`src/rtl/jtframe_pll_rstgen.sv`:
```
// jtframe_pll_rstgen: reset sequencer and clock-enable generator behind the PLL.
// Waits for a stable PLL lock, releases the SDRAM controller and then the game
// core, and after release produces the clk/8, clk/16, clk/32 and fractional
// clock enables.
//
// Ports:
//   rst             in  async active-high reset
//   clk             in  fast system clock (PLL output)
//   pll_locked      in  PLL lock flag, asynchronous
//   sdram_init_done in  SDRAM controller finished its init sequence
//   soft_rst        in  single-cycle game-reset request
//   rst_sdram       out reset to the SDRAM controller
//   rst_game        out reset to the game core
//   cen12/cen6/cen3 out clock enables at clk/8, clk/16, clk/32
//   cenfrac         out fractional enable at clk*FRAC_N/FRAC_M
//   st              out current state (debug)
//
// Configuration macro: JTFRAME_RELOCK_EN
//   defined   - loss of lock after HOLD returns to WAIT_LOCK
//   undefined - lock is only watched during HOLD
module jtframe_pll_rstgen #(
    parameter int unsigned HOLD_W   = 8,
    parameter int unsigned SOFT_LEN = 16,
    parameter int unsigned FRAC_W   = 10,
    parameter int unsigned FRAC_N   = 1,
    parameter int unsigned FRAC_M   = 8
) (
    input  logic       rst,
    input  logic       clk,
    input  logic       pll_locked,
    input  logic       sdram_init_done,
    input  logic       soft_rst,
    output logic       rst_sdram,
    output logic       rst_game,
    output logic       cen12,
    output logic       cen6,
    output logic       cen3,
    output logic       cenfrac,
    output logic [2:0] st
);

    localparam int unsigned SOFT_W = 8;
    localparam int unsigned DIV_W  = 5;
    localparam int unsigned SUM_W  = FRAC_W + 1;

    typedef enum logic [2:0] {
        ST_WAIT_LOCK = 3'd0,
        ST_HOLD      = 3'd1,
        ST_SDRAM     = 3'd2,
        ST_RUN       = 3'd3,
        ST_SOFT      = 3'd4
    } state_t;

    state_t              st_q, st_d;
    logic [1:0]          sync_q, sync_d;
    logic [HOLD_W-1:0]   hold_cnt_q, hold_cnt_d;
    logic [SOFT_W-1:0]   soft_cnt_q, soft_cnt_d;
    logic [DIV_W-1:0]    div_q, div_d;
    logic [FRAC_W-1:0]   acc_q, acc_d;
    logic                rst_sdram_q, rst_sdram_d;
    logic                rst_game_q, rst_game_d;
    logic                cen12_q, cen12_d;
    logic                cen6_q, cen6_d;
    logic                cen3_q, cen3_d;
    logic                cenfrac_q, cenfrac_d;

    logic                lk;
    logic                en;
    logic [SUM_W-1:0]    sum;
    logic                frac_hit;

    assign lk = sync_q[1];

    // State register and all output/datapath flops
    always_ff @(posedge clk or posedge rst) begin
        if (rst) begin
            st_q        <= ST_WAIT_LOCK;
            sync_q      <= '0;
            hold_cnt_q  <= '0;
            soft_cnt_q  <= '0;
            div_q       <= '0;
            acc_q       <= '0;
            rst_sdram_q <= 1'b1;
            rst_game_q  <= 1'b1;
            cen12_q     <= 1'b0;
            cen6_q      <= 1'b0;
            cen3_q      <= 1'b0;
            cenfrac_q   <= 1'b0;
        end else begin
            st_q        <= st_d;
            sync_q      <= sync_d;
            hold_cnt_q  <= hold_cnt_d;
            soft_cnt_q  <= soft_cnt_d;
            div_q       <= div_d;
            acc_q       <= acc_d;
            rst_sdram_q <= rst_sdram_d;
            rst_game_q  <= rst_game_d;
            cen12_q     <= cen12_d;
            cen6_q      <= cen6_d;
            cen3_q      <= cen3_d;
            cenfrac_q   <= cenfrac_d;
        end
    end

    // Next-state, counters and enables
    always_comb begin
        st_d       = st_q;
        hold_cnt_d = hold_cnt_q;
        soft_cnt_d = soft_cnt_q;
        sync_d     = {sync_q[0], pll_locked};

        case (st_q)
            ST_WAIT_LOCK: begin
                hold_cnt_d = '0;
                if (lk) begin
                    st_d = ST_HOLD;
                end
            end
            ST_HOLD: begin
                if (!lk) begin
                    st_d = ST_WAIT_LOCK;
                end else if (&hold_cnt_q) begin
                    st_d = ST_SDRAM;
                end else begin
                    hold_cnt_d = hold_cnt_q + HOLD_W'(1);
                end
            end
            ST_SDRAM: begin
                if (sdram_init_done) begin
                    st_d = ST_RUN;
                end
            end
            ST_RUN: begin
                if (soft_rst) begin
                    st_d       = ST_SOFT;
                    soft_cnt_d = SOFT_W'(SOFT_LEN - 1);
                end
            end
            ST_SOFT: begin
                // soft_rst is deliberately not looked at here
                if (soft_cnt_q == '0) begin
                    st_d = ST_RUN;
                end else begin
                    soft_cnt_d = soft_cnt_q - SOFT_W'(1);
                end
            end
            default: begin
                st_d = ST_WAIT_LOCK;
            end
        endcase

`ifdef JTFRAME_RELOCK_EN
        // Lock lost after the hold window: restart the whole sequence
        if (!lk && (st_q == ST_SDRAM || st_q == ST_RUN || st_q == ST_SOFT)) begin
            st_d = ST_WAIT_LOCK;
        end
`endif

        rst_sdram_d = (st_d == ST_WAIT_LOCK) || (st_d == ST_HOLD);
        rst_game_d  = (st_d != ST_RUN);

        // Enables are also masked by the next reset value so they drop on
        // the same edge the SDRAM reset reasserts.
        en = !rst_sdram_q && !rst_sdram_d;

        div_d = rst_sdram_q ? '0 : div_q + DIV_W'(1);

        sum      = SUM_W'(acc_q) + SUM_W'(FRAC_N);
        frac_hit = (sum >= SUM_W'(FRAC_M));
        if (rst_sdram_q) begin
            acc_d = '0;
        end else if (frac_hit) begin
            acc_d = FRAC_W'(sum - SUM_W'(FRAC_M));
        end else begin
            acc_d = FRAC_W'(sum);
        end

        cen12_d   = en && (div_q[2:0] == 3'd7);
        cen6_d    = en && (div_q[3:0] == 4'd15);
        cen3_d    = en && (div_q == 5'd31);
        cenfrac_d = en && frac_hit;
    end

    assign rst_sdram = rst_sdram_q;
    assign rst_game  = rst_game_q;
    assign cen12     = cen12_q;
    assign cen6      = cen6_q;
    assign cen3      = cen3_q;
    assign cenfrac   = cenfrac_q;
    assign st        = st_q;

endmodule

```
`config.mk`:
```
export PLATFORM = sky130hd
export DESIGN_NAME = jtframe_pll_rstgen
export DESIGN_NICKNAME = d
export VERILOG_FILES = /design/src/rtl/jtframe_pll_rstgen.sv
export SDC_FILE = /design/constraint.sdc
export NUM_CORES = 1
export LEC_CHECK = 0
export BUFFER_PORTS_ARGS = -buffer_cell sky130_fd_sc_hd__buf_2
export CAP_MARGIN = 20
export CORE_ASPECT_RATIO = 0.6
export CORE_MARGIN = 4
export CORE_UTILIZATION = 43
export DETAILED_ROUTE_END_ITERATION = 6
export PLACE_DENSITY = 0.56
export SYNTH_ARGS = -nofsm -noshare
export SYNTH_HDL_FRONTEND = slang
export SYNTH_SLANG_ARGS = --single-unit
```
`constraint.sdc`:
```
create_clock -name clk -period 4.2 [get_ports clk]
set_input_delay 0.42 -clock clk [delete_from_list [all_inputs] [get_ports clk]]
set_output_delay 0.42 -clock clk [all_outputs]
set_load 0.005 [all_outputs]
```
==> summary.md <==
| Metric | Value |
|---|---|
| Post-Synth Simple-Gate Area | `21.5%` |
| Antenna-violating nets left | `0` |
| N_diodes | `0` |
| Status | `complete, no violations` |
| Total setup buffers inserted after CTS | `0` |
| Leak | `1.11 nW` |
| Area of placed instances | `2410 µm²` |
| Synth top area cells | `dfrtp_1 43%, xnor2_1 6.7%, nor2_1 4.3%` |
| Fill cells | `494` |
| First-pass GRT wire length | `7.13 mm` |
| Register area | `1050 µm²` |
| Syn_area_per_cell | `10.4 µm²` |
| P_int | `0.551 mW` |
| Post-synth EDFFs | `0` |
| Library cells used by synthesis | `51` |
| Row count | `20` |
| Slew Viols, Final | `0` |
| Sw Pwr | `0.167 mW` |
| Util after Layout | `48.2%` |
| CTS sink count | `42` |
| Cell taking the most area after synthesis | `dfrtp_1` |
| FF-to-FF End | `acc_q[9]` |
| Overall die height | `65.2 µm` |
| Yosys top cell area share | `42.7%` |
| Largest net degree at the start of global routing | `43` |
| Adder-cell share of the synthesized area | `4.27%` |
| Post-Syn Area | `2340 µm²` |
| WL final | `4.09 mm` |
| PortBufs | `13` |
| Clock transition at the registers of the reported paths | `0.08 ns` |
| Worst-Skew Late Latency | `0.29 ns` |
| Largest family of logic cells by synthesized area | `simple AND/OR/NAND/NOR gates` |
| Sequential share of power | `59.7%` |
| Seq/Total Area, Yosys | `44.9%` |
| Most numerous cell in the Yosys netlist | `dfrtp_1` |
| Clock root buffer | `clkbuf_8` |
| Core box area | `5150 µm²` |
| Hold Vio Cnt, Final | `0` |
| Hold Crit Start | `pll_locked` |
| Placed Cells | `294` |
| Clock skew | `0.00817 ns` |
| Post-DP HPWL | `3.01 mm` |
| Chip Width | `103 µm` |
| IO Pins | `14` |
| Worst EP required | `4.36 ns` |
| R2R Setup Slk | `0.90 ns` |
| Vias per std cell | `5.18` |
| Drt drc | `0` |
| Combinational power share | `5.6%` |
| Synth warn | `0` |
| CTS tree | `done` |
| Pre-CTS setup slack | `0.901 ns` |
| Layout cells sized above 1 | `15.3%` |
| Tcrit/Tclk final | `78.5%` |
| Slew at the pin closest to its max-slew limit | `0.871 ns` |
| Post-synth net total | `238` |
| Max clock buf depth | `2` |
| Switch share | `23.2%` |
| MaxCap Viol Count | `0` |
| Gpl congestion | `0.801` |
| Yosys reg bits | `42` |
| Final setup vio count | `0` |
| Hold_buf cts | `0` |
| Mux contribution to synthesized area | `1.92%` |
| Hold Slack | `0.230 ns` |
| Area of the multi-input gates | `1160 µm²` |
| Post-layout nets | `248` |
| Post-synth top cells | `40 x dfrtp_1, 27 x nor2_1, 18 x xnor2_1, 11 x inv_1` |
| Die area | `6740 µm²` |
| CP Class | `reg2reg` |
| Fmax | `303 MHz` |
| Hold EP | `sync_q[0]` |
| Clock H-tree levels | `2` |
| First drt pass iteration count | `4` |
| Initial antenna violation count | `0` |
| Final Cell Area | `2490 µm²` |
| XOR/XNOR Fraction of Synth Area | `8.96%` |
| Async SR Flop Fraction | `100%` |
| Post-route minimum period | `3.30 ns` |
| VDD IR max | `0.145 mV` |
| Finished Layout Cells | `302` |
| Vias | `1,565` |
| Total track usage | `13.5%` |
| Hold Path Depth | `1` |
| RSZ-0062 raised after global routing | `no` |
| Relative slew margins | `40.4%` |
| R2R cell count | `10` |
| Gr ovfl total | `0` |
| Main synth FF type | `dfrtp_1` |
| Cell count after synthesis | `225` |
| Worst min path class | `in2reg` |
| Reg2Reg Launch Point | `acc_q[0]` |
| Initial Util | `45.5%` |
| Cell Pwr Density | `289 nW/µm²` |
| Area Growth Syn to Fin | `6.03%` |
| Setup tns final | `0 ns` |
| CP Capture Type | `flop` |
| Iter 0 DRT Violations | `91` |
| Complex-gate fraction of the synthesized area | `12.7%` |
| Type of origin of the critical path | `flop` |
| Total power | `0.718 mW` |
| Via count of the first global-routing pass | `1,416` |
| TritonCTS Buffers | `5` |
| Clock share of power | `34.6%` |
| Post_cts resized | `0` |
| WP data arrival | `3.46 ns` |
| Worst Path Max Fanout | `9` |
| Final critical-path setup slack | `0.904 ns` |
| Routed WL per cell | `13.6 µm` |
-- power groups by stage --
stage	logic, mW	clock network [mW]	registers (mW)
final	0.0405	0.248	0.429
after global routing	0.0477	0.279	0.430
after CTS	0.0419	0.258	0.428
after detailed placement	0.0416	0	0.437
after global placement	0.0403	0	0.437
after floorplan	0.0324	0	0.433
-- how the worst max path moves through the flow --
stage / to / cells after the start / from / slack, ns
global route: acc_q[9] / 10 / acc_q[0] / 0.63
CTS: acc_q[9] / 10 / acc_q[0] / 0.89
floorplan: acc_q[9] / 12 / acc_q[0] / 1.28
finish: acc_q[9] / 10 / acc_q[0] / 0.90
detailed placement: acc_q[9] / 10 / acc_q[0] / 0.90
global placement: acc_q[9] / 10 / acc_q[0] / 0.99
-- layout make-up --
class / instances / area share (%)
multi-input combinational: 161 / 46.5
sequential: 42 / 42.4
tap: 66 / 3.32
clock buffer: 8 / 3.22
timing repair buffer: 14 / 2.92
inverter: 11 / 1.66
-- cell usage in the layout, fill, tap and decap left out, drive strengths merged, types with 2 or more instances in the layout --
cell type  synthesis  final
and3               7      7
nor3              10     10
and2               4      4
dfstp              2      2
xor2               6      6
nor2b              6      6
a31oi              2      2
clkbuf             2      8
nor2              28     28
nand4              6      6
o21ai              3      3
a32oi              2      2
dfrtp             40     40
inv               11     10
a211oi             5      5
nand3              9      9
mux2i              3      3
a22oi              2      2
ha                 8      8
a41oi              2      2
buf                9     14
nor3b              3      3
xnor2             18     18
a21oi              6      6
a2111oi            2      2
nand2             11     11
and4               3      3
-- cells by family after synthesis --
group	after synthesis
adders and majority gates	8
AOI/OAI and AO/OA	33
xor gates and xnor gates	24
and+or+nand+nor	92
muxes	4
buffers and inverters	22
DFF	42
-- per-layer routing --
layer	up-vias	track usage, %	part of all wire (%)
met5	-	0	0
met2	19	15.2	35
met3	2	4.14	5.9
met4	0	2.91	0.24
li1	809	-	-
met1	735	23.3	59
-- worst max-delay path: stages (launching register included) --
cell	delay, ns
dfrtp_1	0.48
ha_1	0.43
and3_1	0.41
xnor2_1	0.20
ha_1	0.27
or3b_4	0.42
a2111oi_0	0.38
a41oi_1	0.09
a32oi_1	0.26
xor2_1	0.17
nor3_1	0.06
-- sequential cells by signal (all words and copies together) (netlist names) --
register / count
cenfrac: 1
soft_cnt_q: 8
cen12: 1
rst_sdram: 1
rst_game: 1
cen3: 1
hold_cnt_q: 8
div_q: 5
cen6: 1
sync_q: 2
acc_q: 10
st: 3
(Power assumes the default switching activity.)
